<file path="src/rtl/dp_ctrl_pkg.sv">
// dp_ctrl_pkg: shared widths, state encoding, opcode/condition/shift codes for dp_controller
package dp_ctrl_pkg;
   localparam int RF_AW = 4;
   localparam int OP_W  = 4;
   localparam logic [2:0] ST_WAIT    = 3'd0;
   localparam logic [2:0] ST_LOAD_AB = 3'd1;
   localparam logic [2:0] ST_LOAD_S  = 3'd2;
   localparam logic [2:0] ST_EXEC    = 3'd3;
   localparam logic [2:0] ST_WB      = 3'd4;
   localparam logic [3:0] OP_AND = 4'b0000;
   localparam logic [3:0] OP_EOR = 4'b0001;
   localparam logic [3:0] OP_SUB = 4'b0010;
   localparam logic [3:0] OP_RSB = 4'b0011;
   localparam logic [3:0] OP_ADD = 4'b0100;
   localparam logic [3:0] OP_ADC = 4'b0101;
   localparam logic [3:0] OP_SBC = 4'b0110;
   localparam logic [3:0] OP_RSC = 4'b0111;
   localparam logic [3:0] OP_TST = 4'b1000;
   localparam logic [3:0] OP_TEQ = 4'b1001;
   localparam logic [3:0] OP_CMP = 4'b1010;
   localparam logic [3:0] OP_CMN = 4'b1011;
   localparam logic [3:0] OP_ORR = 4'b1100;
   localparam logic [3:0] OP_MOV = 4'b1101;
   localparam logic [3:0] OP_BIC = 4'b1110;
   localparam logic [3:0] OP_MVN = 4'b1111;
   localparam logic [3:0] CC_EQ = 4'h0;
   localparam logic [3:0] CC_NE = 4'h1;
   localparam logic [3:0] CC_CS = 4'h2;
   localparam logic [3:0] CC_CC = 4'h3;
   localparam logic [3:0] CC_MI = 4'h4;
   localparam logic [3:0] CC_PL = 4'h5;
   localparam logic [3:0] CC_VS = 4'h6;
   localparam logic [3:0] CC_VC = 4'h7;
   localparam logic [3:0] CC_HI = 4'h8;
   localparam logic [3:0] CC_LS = 4'h9;
   localparam logic [3:0] CC_GE = 4'hA;
   localparam logic [3:0] CC_LT = 4'hB;
   localparam logic [3:0] CC_GT = 4'hC;
   localparam logic [3:0] CC_LE = 4'hD;
   localparam logic [3:0] CC_AL = 4'hE;
   localparam logic [3:0] CC_NV = 4'hF;
   localparam logic [1:0] SH_LSL = 2'b00;
   localparam logic [1:0] SH_LSR = 2'b01;
   localparam logic [1:0] SH_ASR = 2'b10;
   localparam logic [1:0] SH_ROR = 2'b11;
endpackage

</file>
<file path="src/rtl/dp_controller_if.sv">
// dp_controller_if: instruction handshake and datapath control bundle of dp_controller
interface dp_controller_if;
   import dp_ctrl_pkg::*;
   logic [31:0]      instr;
   logic             instr_valid;
   logic [3:0]       status_in;
   logic             waiting;
   logic             done;
   logic             undef;
   logic [RF_AW-1:0] rf_addr_a;
   logic [RF_AW-1:0] rf_addr_b;
   logic [RF_AW-1:0] rf_w_addr;
   logic             rf_w_en;
   logic             en_A;
   logic             en_B;
   logic             en_S;
   logic             en_C;
   logic             en_status;
   logic             sel_A_zero;
   logic             sel_B_imm;
   logic [OP_W-1:0]  alu_op;
   logic [1:0]       shift_op;
   logic             shift_src;
   logic [4:0]       shift_imm;
   logic [11:0]      imm12;
   modport master (
      output instr, instr_valid, status_in,
      input  waiting, done, undef, rf_addr_a, rf_addr_b, rf_w_addr, rf_w_en,
             en_A, en_B, en_S, en_C, en_status, sel_A_zero, sel_B_imm,
             alu_op, shift_op, shift_src, shift_imm, imm12
   );
   modport slave (
      input  instr, instr_valid, status_in,
      output waiting, done, undef, rf_addr_a, rf_addr_b, rf_w_addr, rf_w_en,
             en_A, en_B, en_S, en_C, en_status, sel_A_zero, sel_B_imm,
             alu_op, shift_op, shift_src, shift_imm, imm12
   );
endinterface

</file>
<file path="src/rtl/dp_cond_eval.sv">
// dp_cond_eval: ARM condition field against NZCV flags, pass=1 when the instruction may execute
module dp_cond_eval
   import dp_ctrl_pkg::*;
(
   input  logic [3:0] i_cond,
   input  logic [3:0] i_nzcv,
   output logic       o_pass
);
   logic w_n, w_z, w_c, w_v;
   assign {w_n, w_z, w_c, w_v} = i_nzcv;
   // decode each condition code; NV never passes
   always_comb begin
      o_pass = 1'b0;
      case (i_cond)
         CC_EQ: o_pass = w_z;
         CC_NE: o_pass = !w_z;
         CC_CS: o_pass = w_c;
         CC_CC: o_pass = !w_c;
         CC_MI: o_pass = w_n;
         CC_PL: o_pass = !w_n;
         CC_VS: o_pass = w_v;
         CC_VC: o_pass = !w_v;
         CC_HI: o_pass = w_c && !w_z;
         CC_LS: o_pass = !w_c || w_z;
         CC_GE: o_pass = w_n == w_v;
         CC_LT: o_pass = w_n != w_v;
         CC_GT: o_pass = !w_z && (w_n == w_v);
         CC_LE: o_pass = w_z || (w_n != w_v);
         CC_AL: o_pass = 1'b1;
         default: o_pass = 1'b0;
      endcase
   end
endmodule

</file>
<file path="src/rtl/dp_controller.sv">
// dp_controller: multi-cycle sequencer for the data-processing datapath
// Optional conditional execution via DP_COND_EXEC_EN; without it every defined instruction runs as AL.
module dp_controller
   import dp_ctrl_pkg::*;
(
   input  logic             clk,
   input  logic             rst_n,
   dp_controller_if.slave   bus
);
   logic [2:0]  r_state;
   logic [31:0] r_ir;
   logic        r_skip;
   logic        r_undef;
   logic        w_pass;
   logic        w_undef_in;
   logic        w_reg_shift;
   logic        w_cmp;
   logic        w_wr;
   logic        w_wait, w_ab, w_s, w_ex, w_wb;
   logic        w_unused;
`ifdef DP_COND_EXEC_EN
   dp_cond_eval u_cond (
      .i_cond (bus.instr[31:28]),
      .i_nzcv (bus.status_in),
      .o_pass (w_pass)
   );
`else
   assign w_pass = 1'b1;
`endif
   assign w_unused    = ^{r_ir[31:26], bus.status_in};
   assign w_undef_in  = bus.instr[27:26] != 2'b00;
   assign w_reg_shift = !r_ir[25] && r_ir[4];
   assign w_cmp       = r_ir[24:23] == 2'b10;
   assign w_wait      = r_state == ST_WAIT;
   assign w_ab        = r_state == ST_LOAD_AB;
   assign w_s         = r_state == ST_LOAD_S;
   assign w_ex        = r_state == ST_EXEC;
   assign w_wb        = r_state == ST_WB;
   assign w_wr        = w_wb && !r_skip && !w_cmp;
   // sequence state; instruction captured only while idle, undefined ones dropped with a pulse
   always_ff @(posedge clk or negedge rst_n) begin
      if (!rst_n) begin
         r_state <= ST_WAIT;
         r_ir    <= '0;
         r_skip  <= 1'b0;
         r_undef <= 1'b0;
      end else begin
         r_undef <= 1'b0;
         case (r_state)
            ST_WAIT: if (bus.instr_valid) begin
               r_ir    <= bus.instr;
               r_undef <= w_undef_in;
               r_skip  <= !w_pass;
               r_state <= w_undef_in ? ST_WAIT : w_pass ? ST_LOAD_AB : ST_WB;
            end
            ST_LOAD_AB: r_state <= w_reg_shift ? ST_LOAD_S : ST_EXEC;
            ST_LOAD_S:  r_state <= ST_EXEC;
            ST_EXEC:    r_state <= ST_WB;
            default:    r_state <= ST_WAIT;
         endcase
      end
   end
   assign bus.waiting    = w_wait;
   assign bus.done       = w_wb;
   assign bus.undef      = r_undef;
   assign bus.rf_addr_a  = w_ab ? r_ir[19:16] : w_s ? r_ir[11:8] : '0;
   assign bus.rf_addr_b  = w_ab ? r_ir[3:0] : '0;
   assign bus.rf_w_en    = w_wr;
   assign bus.rf_w_addr  = w_wr ? r_ir[15:12] : '0;
   assign bus.en_A       = w_ab;
   assign bus.en_B       = w_ab;
   assign bus.en_S       = w_s;
   assign bus.en_C       = w_ex;
   assign bus.en_status  = w_ex && (r_ir[20] || w_cmp);
   assign bus.sel_A_zero = w_ex && (r_ir[24:21] == OP_MOV || r_ir[24:21] == OP_MVN);
   assign bus.sel_B_imm  = w_ex && r_ir[25];
   assign bus.alu_op     = w_ex ? r_ir[24:21] : '0;
   assign bus.shift_op   = w_ex ? r_ir[6:5] : '0;
   assign bus.shift_src  = (w_s || w_ex) && w_reg_shift;
   assign bus.shift_imm  = w_ex ? r_ir[11:7] : '0;
   assign bus.imm12      = w_ex ? r_ir[11:0] : '0;
endmodule

</file>
<file path="src/flat_wrapper.sv">
// flat-port wrapper written by rule: the top's interface ports become plain ports
module dp_controller_flat import dp_ctrl_pkg::*;
  (clk, rst_n, bus_instr, bus_instr_valid, bus_status_in, bus_waiting, bus_done, bus_undef, bus_rf_addr_a, bus_rf_addr_b, bus_rf_w_addr, bus_rf_w_en, bus_en_A, bus_en_B, bus_en_S, bus_en_C, bus_en_status, bus_sel_A_zero, bus_sel_B_imm, bus_alu_op, bus_shift_op, bus_shift_src, bus_shift_imm, bus_imm12);
  dp_controller_if bus_i ();
  input  logic clk;
  input  logic rst_n;
  input wire logic [$bits(bus_i.instr)-1:0] bus_instr;
  input wire logic [$bits(bus_i.instr_valid)-1:0] bus_instr_valid;
  input wire logic [$bits(bus_i.status_in)-1:0] bus_status_in;
  output wire logic [$bits(bus_i.waiting)-1:0] bus_waiting;
  output wire logic [$bits(bus_i.done)-1:0] bus_done;
  output wire logic [$bits(bus_i.undef)-1:0] bus_undef;
  output wire logic [$bits(bus_i.rf_addr_a)-1:0] bus_rf_addr_a;
  output wire logic [$bits(bus_i.rf_addr_b)-1:0] bus_rf_addr_b;
  output wire logic [$bits(bus_i.rf_w_addr)-1:0] bus_rf_w_addr;
  output wire logic [$bits(bus_i.rf_w_en)-1:0] bus_rf_w_en;
  output wire logic [$bits(bus_i.en_A)-1:0] bus_en_A;
  output wire logic [$bits(bus_i.en_B)-1:0] bus_en_B;
  output wire logic [$bits(bus_i.en_S)-1:0] bus_en_S;
  output wire logic [$bits(bus_i.en_C)-1:0] bus_en_C;
  output wire logic [$bits(bus_i.en_status)-1:0] bus_en_status;
  output wire logic [$bits(bus_i.sel_A_zero)-1:0] bus_sel_A_zero;
  output wire logic [$bits(bus_i.sel_B_imm)-1:0] bus_sel_B_imm;
  output wire logic [$bits(bus_i.alu_op)-1:0] bus_alu_op;
  output wire logic [$bits(bus_i.shift_op)-1:0] bus_shift_op;
  output wire logic [$bits(bus_i.shift_src)-1:0] bus_shift_src;
  output wire logic [$bits(bus_i.shift_imm)-1:0] bus_shift_imm;
  output wire logic [$bits(bus_i.imm12)-1:0] bus_imm12;
  assign bus_i.instr = bus_instr;
  assign bus_i.instr_valid = bus_instr_valid;
  assign bus_i.status_in = bus_status_in;
  assign bus_waiting = bus_i.waiting;
  assign bus_done = bus_i.done;
  assign bus_undef = bus_i.undef;
  assign bus_rf_addr_a = bus_i.rf_addr_a;
  assign bus_rf_addr_b = bus_i.rf_addr_b;
  assign bus_rf_w_addr = bus_i.rf_w_addr;
  assign bus_rf_w_en = bus_i.rf_w_en;
  assign bus_en_A = bus_i.en_A;
  assign bus_en_B = bus_i.en_B;
  assign bus_en_S = bus_i.en_S;
  assign bus_en_C = bus_i.en_C;
  assign bus_en_status = bus_i.en_status;
  assign bus_sel_A_zero = bus_i.sel_A_zero;
  assign bus_sel_B_imm = bus_i.sel_B_imm;
  assign bus_alu_op = bus_i.alu_op;
  assign bus_shift_op = bus_i.shift_op;
  assign bus_shift_src = bus_i.shift_src;
  assign bus_shift_imm = bus_i.shift_imm;
  assign bus_imm12 = bus_i.imm12;
  dp_controller u_core (.clk(clk), .rst_n(rst_n), .bus(bus_i));
endmodule
</file>
<file path="config.mk">
export PLATFORM = sky130hd
export DESIGN_NAME = dp_controller_flat
export DESIGN_NICKNAME = d
export VERILOG_FILES = /design/src/rtl/dp_ctrl_pkg.sv /design/src/rtl/dp_controller_if.sv /design/src/rtl/dp_cond_eval.sv /design/src/rtl/dp_controller.sv /design/src/flat_wrapper.sv
export SDC_FILE = /design/constraint.sdc
export NUM_CORES = 1
export LEC_CHECK = 0
export ABC_CLOCK_PERIOD_IN_PS = 4070
export CORE_UTILIZATION = 50
export CTS_BUF_LIST = sky130_fd_sc_hd__clkbuf_4 sky130_fd_sc_hd__clkbuf_8
export CTS_CLUSTER_DIAMETER = 30
export DETAILED_ROUTE_END_ITERATION = 16
export DONT_BUFFER_PORTS = 1
export PLACE_DENSITY_LB_ADDON = 0.1
export SETUP_SLACK_MARGIN = 0.02
export SLEW_MARGIN = 20
export SYNTH_ARGS = -nofsm -noshare
export SYNTH_HDL_FRONTEND = slang
export SYNTH_SLANG_ARGS = --single-unit
</file>
<file path="constraint.sdc">
create_clock -name clk -period 4.07 [get_ports clk]
set_input_delay 0.814 -clock clk [delete_from_list [all_inputs] [get_ports clk]]
set_output_delay 0.814 -clock clk [all_outputs]
set_load 0.02 [all_outputs]
</file>
### Word-level counts from Yosys, hierarchy flattened

Index checks and enable logic that the tools add are counted.

| cells by class | value |
|---|---|
| equal/unequal tests | 8 |
| multiplexer cells | 14 |
| reduce and logical (&&, ||, !) cells | 14 |

Operator list:

| cell | number |
|---|---|
| $mux 4 | 5 |
| $mux 12 | 1 |
| $pmux 3 s4 | 1 |
| $eq 4x4->1 const B | 2 |
| $eq 3x2->1 const B | 2 |
| $logic_and 1x1->1 | 6 |
| $mux 5 | 1 |
| $mux 1 | 4 |
| $eq 3x1->1 const B | 1 |
| $eq 3x3->1 const B | 1 |
| $logic_not 3->1 | 1 |
| $logic_or 1x1->1 | 3 |
| $mux 3 | 1 |
| $eq 2x2->1 const B | 1 |
| $logic_not 1->1 | 2 |
| $mux 2 | 1 |
| $ne 2x2->1 const B | 1 |
| $reduce_and 2->1 | 1 |
| $reduce_bool 2->1 | 1 |

| word-level totals | value |
|---|---|
| register bits after elaboration | 30 |
| input port bits | 39 |

### Longest topological paths before layout

| depth | value |
|---|---|
| word-level depth | 4 |
| mapped depth | 6 |
| depth with buffers taken out | 3 |

### Least setup slack after synthesis

Ideal clock, no wire load.

| path | value |
|---|---|
| kind | flip-flop to output port |
| start | register u_core.r_state[0] |
| end | output bus_rf_w_addr[0] |
| arrival | 1.714 ns |
| path slack | 1.542 ns |
| cell stages (with the launch flop) | 5 |
| path buffers | 1 |
| cell sequence | dfrtp_1 -> buf_4 -> nor3b_1 -> and2b_1 -> and2_1 |

| on the way | value |
|---|---|
| longest elaborated chain between the ends | 3 |

RTL lines:

| element | line | text |
|---|---|---|
| from (decl) | dp_controller.sv:10 | `logic [2:0] r_state;` |
| from (signal assigned) | dp_controller.sv:54 | `r_state <= w_undef_in ? ST_WAIT : w_pass ? ST_LOAD_AB : ST_WB;` |
| from (signal assigned) | dp_controller.sv:56 | `ST_LOAD_AB: r_state <= w_reg_shift ? ST_LOAD_S : ST_EXEC;` |
| $eq 3x3->1 | dp_controller.sv:38 | `assign w_wb = r_state == ST_WB;` |
| via bus_done | flat_wrapper.sv:11 | `output wire logic [$bits(bus_i.done)-1:0] bus_done;` |
| $logic_and 1x1->1 | dp_controller.sv:39 | `assign w_wr = w_wb && !r_skip && !w_cmp;` |
| via bus_rf_w_en | flat_wrapper.sv:16 | `output wire logic [$bits(bus_i.rf_w_en)-1:0] bus_rf_w_en;` |
| $mux 4 | dp_controller.sv:69 | `assign bus.rf_w_addr = w_wr ? r_ir[15:12] : '0;` |
| to (decl) | flat_wrapper.sv:15 | `output wire logic [$bits(bus_i.rf_w_addr)-1:0] bus_rf_w_addr;` |

The timed path passes the listed nets, and every way through them passes these cells.

### Final worst setup path

| path | value |
|---|---|
| start | register u_core.r_state[2] |
| end | output bus_rf_w_addr[2] |

The elaborated chain is that of the path after synthesis.

==> impl_metrics.env <==
export IMPL_cts_resized=0
export IMPL_grt_overflow_total=0
export IMPL_maxSlewViolCount=0
export IMPL_fill_cells=279
export IMPL_crit_type="register to output port"
export IMPL_min_period_over_period=0.7538
export IMPL_clock_sinks=30
export IMPL_p_leak_nw=0.7168
export IMPL_syn_area_sq_um=1600
export IMPL_nets=153
export IMPL_worst_slack_ns=1.002
export IMPL_worst_pin_slew_ns=0.8177
export IMPL_antenna_found_initial=0
export IMPL_async_flop_share=1.000
export IMPL_portBuffers=0
export IMPL_clock_path_buffers=2
export IMPL_fin_area_sq_um=1583
export IMPL_synth_cells=120
export IMPL_grt_usage=0.1934
export IMPL_avgSynthCellArea_sq_um=13.34
export IMPL_yosysTopAreaCell="dfrtp_1"
export IMPL_regArea_sq_um=750.7
export IMPL_cp_end_kind="output port"
export IMPL_dp_hpwl_um=2018
export IMPL_cts_tree="built"
export IMPL_rsz0062_at_grt="false"
export IMPL_via_per_inst=5.525
export IMPL_synth_commonest_cells="dfrtp_1, and2_1, mux2_4, buf_4, mux2_2"
export IMPL_synth_flop_cell="dfrtp_1"
export IMPL_post_cts_buffers=0
export IMPL_multi_input_area_sq_um=705.7
export IMPL_drv_cap=0
export IMPL_place_area_sq_um=1530
export IMPL_drt_total_wl_um=2894
export IMPL_synth_distinct_cells=26
export IMPL_synth_area_leaders="dfrtp_1, mux2_4, and2_1"
export IMPL_final_antenna_net_count=0
export IMPL_die_h_um=58.58
export IMPL_antenna_cells=0
export IMPL_setup_violations=0
export IMPL_path_clk_slew_ns=0.09
export IMPL_drtIter0Drc=53
export IMPL_drive_above_1_share=0.3596
export IMPL_fin_cells=158
export IMPL_start_util=0.5242
export IMPL_place_gp_congestion=0.6607
export IMPL_setup_tns_ns=0
export IMPL_required_ns=3.26
export IMPL_r2r_start="u_core.r_state[2]$_DFFE_PN0P_"
export IMPL_finalCriticalPeriod_ns=3.068
export IMPL_grt_first_pass_wirelength_um=4685
export IMPL_startpoint="u_core.r_state[2]$_DFFE_PN0P_"
export IMPL_numPlacedInstances=151
export IMPL_syn_num_nets=159
export IMPL_fin_util=0.5184
export IMPL_routedWlPerCell_um=18.32
export IMPL_first_pass_iters=2
export IMPL_worstSkewPairLatency_ns=0.32
export IMPL_cts_root_buf="clkbuf_4"
export IMPL_min_path_type="primary input to asynchronous set/reset pin"
export IMPL_cp_max_fo=8
export IMPL_row_count=20
export IMPL_hold_viol_final=0
export IMPL_area_delta_synth_final_pct=-1.094
export IMPL_cp_start_kind="register"
export IMPL_yosysMostFrequentCell="dfrtp_1"
export IMPL_synth_edf_count=0
export IMPL_finalPower_mw=1.419
export IMPL_synth_top_area_share=0.4691
export IMPL_worstPathArrival_ns=2.25
export IMPL_ys_ff_latch=30
export IMPL_outcome="finished clean"
export IMPL_fmax_mhz=326.0
export IMPL_ys_warn_count=0
export IMPL_grt_pass1_vias=931
export IMPL_io_pins=86
export IMPL_grt_max_degree=31
export IMPL_clock_skew_ns=0.004483
export IMPL_maxSlewHeadroom=0.4537
export IMPL_die_w_um=58.58
export IMPL_pre_cts_slack_ns=1.321
export IMPL_drc_errors=0
export IMPL_htreeDepth=2
export IMPL_synth_seq_area_share=0.4691
export IMPL_peakVddDrop_v=0.0003212
export IMPL_power_density_nw_per_um2=896.5
export IMPL_via_count=873
export IMPL_cts_hold_fix_buffers=0
export IMPL_core_sq_um=3053
export IMPL_whs_ns=0.1796
export IMPL_numCtsBuffers=5
export IMPL_die_area_sq_um=3431
path summary, 6_finish.rpt:
| check | endpoint | slack, ns | cells past startpoint |
|---|---|---|---|
| worst min-delay path | u_core.r_ir[10]$_DFFE_PN0P_ | 0.18 | 0 |
| worst min register to register | u_core.r_ir[14]$_DFFE_PN0P_ | 0.51 | 1 |
| worst max-delay path | bus_rf_w_addr[2] | 1.00 | 3 |
| min in group clk | u_core.r_ir[14]$_DFFE_PN0P_ | 0.51 | 1 |
| worst max register to register | u_core.r_ir[25]$_DFFE_PN0P_ | 2.21 | 3 |
| max in group asynchronous | u_core.r_ir[15]$_DFFE_PN0P_ | 3.81 | 0 |
final cells by class:
type,instances,share of cell area
repair buffers,2,0.009486
flip-flops and latches,30,0.4743
multi-input cells,74,0.4458
well taps,44,0.03478
clock buffers,7,0.03320
inverters,1,0.002372
flip-flops by register name, indices dropped and copies added (netlist names):
register          cells
u_core.r_state        3
u_core.bus.undef      1
u_core.r_ir          26
critical path, cell delays in order, from the launching register on:
cell and delay, ns:
dfrtp_1 0.51, nor3b_1 0.72, and2b_1 0.41, and2_1 0.30
where the power goes:
group | internal [mW] | total, mW | switching (mW)
combinational | 0.315 | 0.682 | 0.367
clock | 0.0784 | 0.171 | 0.0927
sequential | 0.449 | 0.566 | 0.117
per-layer routing:
| metal | share of wire | global-route usage | vias up |
|---|---|---|---|
| met5 | 0 | 0 | - |
| met2 | 0.46 | 0.2989 | 46 |
| met3 | 0.092 | 0.08352 | 5 |
| met1 | 0.43 | 0.2403 | 438 |
| li1 | - | - | 384 |
| met4 | 0.015 | 0.07483 | 0 |
logic make-up after synthesis:
family / count (synthesis) / synth area share
AO/OA/AOI/OAI: 8 / 0.03831
multiplexers: 26 / 0.2275
buffers and inverters: 16 / 0.08991
AND/OR/NAND/NOR: 40 / 0.1752
flip-flops: 30 / 0.4691
layout by cell type (no fill, tap or decap), drive strengths merged, types with 2 or more instances in the layout:
cell    instances
a22o            4
nor3            3
and2           26
and3b           2
dfrtp          30
clkbuf          7
o21a            2
mux2           26
nor3b           2
buf             2
No activity file was read; power rests on OpenSTA's default activity.
